===== src/rtl/vga_sync_monitor.sv =====
// rtl/vga_sync_monitor.sv - VGA output-bus timing checker with lock, sticky errors, frame count and pixel capture
//
// Samples the VGA bus on CLOCK_50 and measures line/frame timing once per pixel
// tick (VGA_CLK rising, seen as data).
// Optional build macro: CHECK_ACTIVE_EN compiles in the H/V active-area checks
// (err_flags[5:4]); without it those bits read 0.
//
// Ports:
//   CLOCK_50      in   system clock (sole clock)
//   resetn        in   asynchronous active-low reset
//   VGA_CLK       in   pixel clock, sampled as data
//   VGA_HS/VGA_VS in   syncs, active low
//   VGA_BLANK_N   in   high during active video
//   VGA_R/G/B     in   8-bit colour
//   clear_err     in   one-cycle pulse, clears err_flags
//   cap_x/cap_y   in   active-area coordinate of the capture pixel
//   locked        out  timing verified for a full frame
//   err_flags     out  sticky: [0] H period [1] H sync [2] V period [3] V sync [4] H active [5] V active
//   frame_count   out  frames completed while locked (wraps)
//   cap_rgb       out  {R,G,B} of captured pixel
//   cap_valid     out  one-cycle pulse when cap_rgb updates
`timescale 1ns/1ps
module vga_sync_monitor #(
    parameter int H_TOTAL  = 800,
    parameter int H_SYNC   = 96,
    parameter int H_ACTIVE = 640,
    parameter int V_TOTAL  = 525,
    parameter int V_SYNC   = 2,
    parameter int V_ACTIVE = 480,
    parameter int TIMEOUT  = 255
) (
    input  logic        CLOCK_50,
    input  logic        resetn,
    input  logic        VGA_CLK,
    input  logic        VGA_HS,
    input  logic        VGA_VS,
    input  logic        VGA_BLANK_N,
    input  logic [7:0]  VGA_R,
    input  logic [7:0]  VGA_G,
    input  logic [7:0]  VGA_B,
    input  logic        clear_err,
    input  logic [9:0]  cap_x,
    input  logic [8:0]  cap_y,
    output logic        locked,
    output logic [5:0]  err_flags,
    output logic [15:0] frame_count,
    output logic [23:0] cap_rgb,
    output logic        cap_valid
);

    localparam int TW = $clog2(TIMEOUT + 1);

    localparam logic [1:0] S_UNLOCKED = 2'd0;
    localparam logic [1:0] S_ACQUIRE  = 2'd1;
    localparam logic [1:0] S_LOCKED   = 2'd2;

    localparam logic [10:0] C_MAX = 11'h7FF;

    function automatic logic [10:0] sat_inc(input logic [10:0] v);
        return (v == C_MAX) ? v : v + 11'd1;
    endfunction

    logic          r_clk_prev;
    logic          r_hs_prev;
    logic          r_vs_prev;
    logic [10:0]   r_h_cnt;
    logic [10:0]   r_hs_low;
    logic [10:0]   r_h_act;
    logic [10:0]   r_lines;
    logic [10:0]   r_vs_lines;
    logic [10:0]   r_v_act;
    logic [TW-1:0] r_to;
    logic [1:0]    r_state;
    logic          r_fm;
    logic          r_cap_done;

    logic          w_tick;
    logic          w_hs_fall;
    logic          w_hs_rise;
    logic          w_vs_fall;
    logic          w_vs_rise;
    logic          w_h_act_nz;
    logic [11:0]   w_lines_meas;
    logic [10:0]   w_v_act_now;
    logic [10:0]   w_cap_xpos;
    logic          w_cap_hit;
    logic          w_to_hit;
    logic [5:0]    w_mis;
    logic          w_any_mis;
    logic [1:0]    w_state_nxt;
    logic          w_fm_nxt;
    logic [5:0]    w_err_set;
    logic          w_fc_inc;

    // VGA_CLK is only data here: a tick is its first high sample.
    assign w_tick    = VGA_CLK & ~r_clk_prev;
    assign w_hs_fall = w_tick &  r_hs_prev & ~VGA_HS;
    assign w_hs_rise = w_tick & ~r_hs_prev &  VGA_HS;
    assign w_vs_fall = w_tick &  r_vs_prev & ~VGA_VS;
    assign w_vs_rise = w_tick & ~r_vs_prev &  VGA_VS;

    assign w_h_act_nz = (r_h_act != 11'd0);

    // Line count for the closing frame includes the HS fall on this very tick.
    assign w_lines_meas = {1'b0, r_lines} + {11'd0, w_hs_fall};

    // Active-line count including the line that closes on this tick; a VS
    // fall starts a new frame at y=0.
    assign w_v_act_now = w_vs_fall ? 11'd0 :
                         (w_hs_fall && w_h_act_nz) ? sat_inc(r_v_act) : r_v_act;

    // x of the current pixel: an HS fall tick is the first tick of a new line.
    assign w_cap_xpos = w_hs_fall ? 11'd0 : r_h_act;

    assign w_to_hit = ~w_tick && (r_to == TW'(TIMEOUT - 1));

    always_comb begin
        w_mis    = 6'd0;
        w_mis[0] = w_hs_fall && (({1'b0, r_h_cnt} + 12'd1) != 12'(H_TOTAL));
        w_mis[1] = w_hs_rise && (r_hs_low != 11'(H_SYNC));
        w_mis[2] = w_vs_fall && (w_lines_meas != 12'(V_TOTAL));
        w_mis[3] = w_vs_rise && (r_vs_lines != 11'(V_SYNC));
`ifdef CHECK_ACTIVE_EN
        // Blanking-only lines carry no active video and are not checked.
        w_mis[4] = w_hs_fall && w_h_act_nz && (r_h_act != 11'(H_ACTIVE));
        w_mis[5] = w_vs_fall &&
                   (({1'b0, r_v_act} + {11'd0, w_hs_fall && w_h_act_nz}) != 12'(V_ACTIVE));
`else
        w_mis[5:4] = 2'b00;
`endif
    end

    assign w_any_mis = |w_mis;

    // Coordinates outside the active area can never be captured.
    assign w_cap_hit = w_tick && (r_state == S_LOCKED) && VGA_BLANK_N && !r_cap_done &&
                       (w_cap_xpos == {1'b0, cap_x}) && (w_v_act_now == {2'b00, cap_y}) &&
                       (w_cap_xpos < 11'(H_ACTIVE)) && (w_v_act_now < 11'(V_ACTIVE));

    always_comb begin
        w_state_nxt = r_state;
        w_fm_nxt    = r_fm;
        w_err_set   = 6'd0;
        w_fc_inc    = 1'b0;
        if (w_to_hit) begin
            w_state_nxt = S_UNLOCKED;
        end else if (w_tick) begin
            case (r_state)
                S_UNLOCKED: begin
                    if (w_vs_fall) begin
                        w_state_nxt = S_ACQUIRE;
                        w_fm_nxt    = 1'b0;
                    end
                end
                S_ACQUIRE: begin
                    if (w_vs_fall) begin
                        if (!r_fm && !w_any_mis) begin
                            w_state_nxt = S_LOCKED;
                        end else begin
                            w_fm_nxt = 1'b0;
                        end
                    end else if (w_any_mis) begin
                        w_fm_nxt = 1'b1;
                    end
                end
                S_LOCKED: begin
                    if (w_any_mis) begin
                        w_err_set   = w_mis;
                        w_state_nxt = S_UNLOCKED;
                    end else if (w_vs_fall) begin
                        w_fc_inc = 1'b1;
                    end
                end
                default: w_state_nxt = S_UNLOCKED;
            endcase
        end
    end

    always_ff @(posedge CLOCK_50 or negedge resetn) begin
        if (!resetn) begin
            r_clk_prev  <= 1'b0;
            r_hs_prev   <= 1'b1;
            r_vs_prev   <= 1'b1;
            r_h_cnt     <= 11'd0;
            r_hs_low    <= 11'd0;
            r_h_act     <= 11'd0;
            r_lines     <= 11'd0;
            r_vs_lines  <= 11'd0;
            r_v_act     <= 11'd0;
            r_to        <= '0;
            r_state     <= S_UNLOCKED;
            r_fm        <= 1'b0;
            r_cap_done  <= 1'b0;
            locked      <= 1'b0;
            err_flags   <= 6'd0;
            frame_count <= 16'd0;
            cap_rgb     <= 24'd0;
            cap_valid   <= 1'b0;
        end else begin
            r_clk_prev <= VGA_CLK;

            if (w_tick) begin
                r_to <= '0;
            end else if (r_to != TW'(TIMEOUT)) begin
                r_to <= r_to + 1'b1;
            end

            if (w_tick) begin
                r_hs_prev  <= VGA_HS;
                r_vs_prev  <= VGA_VS;
                r_h_cnt    <= w_hs_fall ? 11'd0 : sat_inc(r_h_cnt);
                r_hs_low   <= w_hs_fall ? 11'd1 : (!VGA_HS ? sat_inc(r_hs_low) : r_hs_low);
                r_h_act    <= w_hs_fall ? {10'd0, VGA_BLANK_N} :
                              (VGA_BLANK_N ? sat_inc(r_h_act) : r_h_act);
                r_lines    <= w_vs_fall ? 11'd0 : (w_hs_fall ? sat_inc(r_lines) : r_lines);
                r_vs_lines <= w_vs_fall ? {10'd0, w_hs_fall} :
                              ((w_hs_fall && !VGA_VS) ? sat_inc(r_vs_lines) : r_vs_lines);
                r_v_act    <= w_v_act_now;
                r_cap_done <= w_cap_hit | (r_cap_done & ~w_vs_fall);
            end

            r_state <= w_state_nxt;
            r_fm    <= w_fm_nxt;
            locked  <= (w_state_nxt == S_LOCKED);

            // A new error in the clearing cycle survives the clear.
            if (clear_err) begin
                err_flags <= w_err_set;
            end else begin
                err_flags <= err_flags | w_err_set;
            end

            if (w_fc_inc) begin
                frame_count <= frame_count + 16'd1;
            end

            cap_valid <= w_cap_hit;
            if (w_cap_hit) begin
                cap_rgb <= {VGA_R, VGA_G, VGA_B};
            end
        end
    end

endmodule


===== config.mk =====
export PLATFORM = sky130hd
export DESIGN_NAME = vga_sync_monitor
export DESIGN_NICKNAME = d
export VERILOG_FILES = /design/src/rtl/vga_sync_monitor.sv
export SDC_FILE = /design/constraint.sdc
export NUM_CORES = 1
export LEC_CHECK = 0
export ABC_AREA = 1
export CORE_ASPECT_RATIO = 0.6
export CORE_MARGIN = 1.5
export CORE_UTILIZATION = 50
export DETAILED_ROUTE_END_ITERATION = 6
export PLACE_DENSITY = 0.73
export SLEW_MARGIN = 20
export SYNTH_ARGS = -nofsm -noshare
export SYNTH_HDL_FRONTEND = slang
export SYNTH_SLANG_ARGS = --single-unit

===== constraint.sdc =====
create_clock -name CLOCK_50 -period 3.3 [get_ports CLOCK_50]
set_input_delay 0.33 -clock CLOCK_50 [delete_from_list [all_inputs] [get_ports CLOCK_50]]
set_output_delay 0.33 -clock CLOCK_50 [all_outputs]
set_load 0.01 [all_outputs]

* Yosys cells after proc, flatten, opt, wreduce, memory -nomap -nowiden *
Cells that the tools add are included.

storage, ports and cells
  bits in registers = 129
  input port bits = 50
  output and inout port bits = 48
  word-level logic and storage cells = 151

cells by class
  add/subtract/negate cells = 10
  order comparisons = 2
  equal/unequal tests = 26
  multiplexer cells = 42
  bitwise operators = 20
  reductions and logical operators = 33

operator list
  operator                                                                        number
  11-bit 2-to-1 mux                                                               18
  11-bit by 1-bit adder with 11-bit output, second input constant                 6
  11-bit equality test, second input constant                                     6
  12-bit by 10-bit inequality test with 1-bit output, second input constant       2
  16-bit by 1-bit adder with 16-bit output, second input constant                 1
  4-bit 2-to-1 mux                                                                4
  8-bit 2-to-1 mux                                                                2
  1-bit logical AND                                                               15
  11-bit by 1-bit adder with 12-bit output                                        1
  11-bit by 1-bit adder with 12-bit output, second input constant                 1
  2-bit 2-to-1 mux                                                                6
  2-bit inequality test, second input constant                                    6
  3-bit AND reduction                                                             4
  11-bit by 10-bit equality test with 1-bit output                                1
  11-bit by 9-bit equality test with 1-bit output                                 1
  11-bit by 10-bit less-than comparator with 1-bit output, second input constant  1
  11-bit by 9-bit less-than comparator with 1-bit output, second input constant   1
  11-bit by 2-bit inequality test with 1-bit output, second input constant        1
  11-bit by 7-bit inequality test with 1-bit output, second input constant        1
  11-bit nonzero test                                                             1
  1-bit bitwise AND                                                               10
  2-bit nonzero test                                                              5
  1-bit 2-to-1 mux                                                                9
  8-bit by 1-bit adder with 8-bit output, second input constant                   1
  other kinds (17)                                                                29

* Depth between registers and ports, before layout *
  word-level depth = 16
  depth in mapped cells = 19
  mapped depth without buffers = 18

* Worst setup path before layout *
No wires, ideal clock.

  kind = register to register
  from = register r_hs_prev
  to = register frame_count[0]
  setup time = 0.128 ns
  arrival = 2.787 ns
  data required time = 3.172 ns
  setup slack = 0.385 ns
  stages on the path, launching flop included = 17
  buffers on the path = 2
  clock period less this slack = 2.915 ns
  cell sequence = dfstp_2 > inv_2 > nor3_4 > clkbuf_1 > ha_1 > ha_1 > nand3b_1 > nor2_1 > nand4_1 > nor2_1 > nand2_1 > nand2_1 > nand3_1 > nor2_1 > nand2_1 > buf_2 > xor2_1

between the ends
  cells in the longest elaborated chain, start to end = 10
  elaborated cells on any way between the ends = 15
  those cells by class = add/sub (1); eq/ne (1); mux (4); bitwise (5); reduce/logical (4)

RTL lines
  element                                             line  RTL
  start, declared                                     64    logic r_hs_prev;
  start signal, assigned                              182   r_hs_prev <= 1'b1;
  start signal, assigned                              209   r_hs_prev <= VGA_HS;
  1-bit bitwise AND (2 in a row)                      97    assign w_hs_fall = w_tick & r_hs_prev & ~VGA_HS;
  11-bit by 1-bit adder with 12-bit output            105   assign w_lines_meas = {1'b0, r_lines} + {11'd0, w_hs_fall};
  12-bit by 10-bit inequality test with 1-bit output  121   w_mis[2] = w_vs_fall && (w_lines_meas != 12'(V_TOTAL));
  1-bit logical AND                                   121
  4-bit OR reduction *                                133   assign w_any_mis = |w_mis;
  1-bit 2-to-1 mux *                                  167   if (w_any_mis) begin
  1-bit 2-to-1 mux *                                  148   case (r_state)
  1-bit 2-to-1 mux *                                  147   end else if (w_tick) begin
  1-bit 2-to-1 mux *                                  145   if (w_to_hit) begin
  end signal, assigned                                234   frame_count <= frame_count + 16'd1;
  end, declared                                       46    output logic [15:0] frame_count,

Mark *: on every way between the ends. The rest lies on a longest branch, timed or not.
A chain may end at the register's enable or synchronous reset.

* Final worst setup path *
  from = input port VGA_CLK
  to = register cap_rgb[23]

between the ends
  cells in the longest elaborated chain, start to end = 10
  elaborated cells on any way between the ends = 20
  those cells by class = order compare (2); eq/ne (2); mux (3); bitwise (5); reduce/logical (8)

RTL lines
  element                                                                                                         line  RTL
  start, declared                                                                                                 34    input logic VGA_CLK,
  1-bit bitwise AND *                                                                                             96    assign w_tick = VGA_CLK & ~r_clk_prev;
  parallel branches: the longest is 8 deep, another holds 11-bit by 9-bit less-than comparator with 1-bit output  -
  1-bit logical AND *                                                                                             138   (w_cap_xpos < 11'(H_ACTIVE)) && (w_v_act_now < 11'(V_ACTIVE));
  end signal, assigned                                                                                            239   cap_rgb <= {VGA_R, VGA_G, VGA_B};
  end, declared                                                                                                   47    output logic [23:0] cap_rgb,

Mark *: on every way between the ends.

==> results.sh <==
export IMPL_yosysTopAreaCellShare_pct=41.1
export IMPL_tightest_slew_ps=729
export IMPL_path_clk_slew_ps=60
export IMPL_worstHoldStart="VGA_CLK"
export IMPL_synthMuxAreaShare_pct=0.131
export IMPL_dpl_hpwl_um=13800
export IMPL_tns_ps=0
export IMPL_nets=1240
export IMPL_cts_max_level=4
export IMPL_whs_ps=407
export IMPL_synth_edf_count=0
export IMPL_insertion_delay_ps=420
export IMPL_synth_cell_types=45
export IMPL_postSynthAreaPerCell_um2=7.13
export IMPL_setup_viol=0
export IMPL_drtIter0Drc=584
export IMPL_fill_cells=1308
export IMPL_synth_area_um2=7620
export IMPL_dr_pass1_iters=5
export IMPL_r2r_start="r_clk_prev"
export IMPL_finalCritPeriodShare_pct=84.4
export IMPL_peakVddDrop_uv=379
export IMPL_ys_flop_type="dfrtp_1"
export IMPL_yosys_area_share_adder_pct=2.30
export IMPL_crit_type="input port to flop"
export IMPL_wl_um=19000
export IMPL_crit_path_start_kind="input port"
export IMPL_power_total_mw=5.30
export IMPL_syn_inst=1068
export IMPL_post_cts_buffers=0
export IMPL_relSlewSlack_pct=51.4
export IMPL_netlist_top_cells_area="dfrtp_1, nand2_1, inv_1"
export IMPL_cp_startpoint="VGA_CLK"
export IMPL_synth_xor_area_share_pct=2.99
export IMPL_outcome="complete, no violations"
export IMPL_yosysMostFrequentCell="nand2_1"
export IMPL_grt_pass1_vias=6639
export IMPL_ant_nets=0
export IMPL_grt_ovfl_total=0
export IMPL_grt_pass1_wl_um=32300
export IMPL_ys_warnings_count=0
export IMPL_synthArstFlopShare_pct=100
export IMPL_viasPerCell=5.13
export IMPL_port_buffers=95
export IMPL_p_per_area_nw_per_um2=559
export IMPL_synthTopCellsByCount="nand2_1, inv_1, dfrtp_1"
export IMPL_clockBufferDepth=2
export IMPL_initial_core_util_pct=51.9
export IMPL_num_vias=7116
export IMPL_required_ps=3660
export IMPL_yosys_area_share_simple_pct=32.8
export IMPL_yosys_area_top_type="dfrtp_1"
export IMPL_drv_slew=0
export IMPL_synth_compound_area_share_pct=8.21
export IMPL_place_inst=1354
export IMPL_die_area_um2=16000
export IMPL_num_antenna_cells=0
export IMPL_io_pins=98
export IMPL_ys_ff_latch=127
export IMPL_fin_ws_ps=514
export IMPL_cts_resized=0
export IMPL_p_leak_nw=4.68
export IMPL_final_cells=1387
export IMPL_core_area_um2=14700
export IMPL_antenna_found_initial=0
export IMPL_critPathMaxFanout=25
export IMPL_wl_per_cell_um=13.7
export IMPL_postCtsHoldBufs=1
export IMPL_hold_viol_final=0
export IMPL_track_usage_pct=25.2
export IMPL_placed_area_um2=8850
export IMPL_numCtsBuffers=17
export IMPL_die_y_um=98.6
export IMPL_fin_util_pct=64.7
export IMPL_yosysSeqAreaShare_pct=41.7
export IMPL_cts_tree="yes"
export IMPL_max_freq_ghz=0.359
export IMPL_worstPathArrival_ps=3150
export IMPL_synth_top_family_by_area="simple AND/OR/NAND/NOR gates"
export IMPL_fin_crit_ps=2790
export IMPL_drive_gt1_share_pct=5.89
export IMPL_stdcell_area_um2=9490
export IMPL_hold_class="input port to flop"
export IMPL_fp_row_count=34
export IMPL_fin_skew_ps=9.21
export IMPL_post_route_drc_count=0
export IMPL_area_growth_pct=24.5
export IMPL_cp_end_kind="flop"
export IMPL_gp_congestion=0.944
export IMPL_rsz0062_at_grt="false"
export IMPL_clock_root_buffer="clkbuf_16"
export IMPL_grt_max_degree=76
export IMPL_cap_violations=0
export IMPL_cts_sinks=127
export IMPL_pre_cts_ws_ps=218
export IMPL_die_x_um=162
worst paths after layout:
kind | slack, ps | to | cells after the start
worst max-delay path | 510 | cap_rgb[23] | 17
worst min-delay path | 410 | r_clk_prev | 1
worst max register to register | 530 | cap_rgb[23] | 17
worst min register to register | 480 | r_vs_lines[5] | 1
max in group asynchronous | 2050 | r_lines[0] | 3
min in group asynchronous | 490 | r_h_cnt[7] | 2
report_power, final:
group / leakage, nW / switching (mW) / total, mW / internal [mW]
clock: 0.303 / 0.724 / 2.01 / 1.29
combinational: 2.81 / 0.803 / 1.28 / 0.473
sequential: 1.57 / 0.234 / 2.02 / 1.78
layer usage:
| layer | track usage (%) | part of all wire [%] | up-vias |
|---|---|---|---|
| met1 | 39.4 | 53 | 3271 |
| li1 | - | - | 3609 |
| met2 | 34.3 | 39 | 220 |
| met4 | 5.65 | 0.90 | 0 |
| met5 | 0 | 0 | - |
| met3 | 6.65 | 7.6 | 16 |
flip-flops by register name, summed over array words and instances, names as in the netlist, 11 cells and up:
name / flops
r_h_act: 11
cap_rgb: 24
r_hs_low: 11
r_vs_lines: 11
r_h_cnt: 11
frame_count: 16
r_v_act: 11
r_lines: 11
placed cells by master (no fill, tap or decap), drive strengths merged, types with 4 or more instances in the layout:
cell type        n
a211oi           9
a21oi           31
a31oi            5
buf             18
bufinv           4
clkbuf          19
clkdlybuf4s50   94
clkinv           8
dfrtp          125
ha              14
inv            201
nand2          275
nand3          108
nand3b           8
nand4           28
nor2            90
nor3            32
nor4            10
o21ai           55
o22ai            6
or2              4
xnor2            9
xor2            17
critical path, stage by stage:
cell and delay [ps]:
clkdlybuf4s50_1 490, nand2_2 130, nor2_4 110, nand2_1 90, buf_12 160, nand3_1 140
nand3_1 90, nor2_1 210, nand3_1 110, nor2_1 270, nand4_1 210, nor2_4 160
buf_12 180, nand2_4 200, nand2_1 120, nand2_1 60, inv_1 50
cells by family after synthesis:
kind of cell / after synthesis
compound gates: 113
xor+xnor: 26
flops: 127
other cells: 1
mux: 1
fa+ha+maj: 14
buf+inv: 227
simple gates: 559
layout make-up:
type | count | area (um^2) | share of cell area, %
clock buffer | 19 | 443 | 4.67
clock inverter | 13 | 189 | 1.99
inverter | 202 | 758 | 7.99
multi-input combinational | 715 | 3540 | 37.4
sequential | 127 | 3180 | 33.5
tap | 198 | 248 | 2.61
timing repair buffer | 113 | 1130 | 11.9
(Power assumes the default switching activity.)
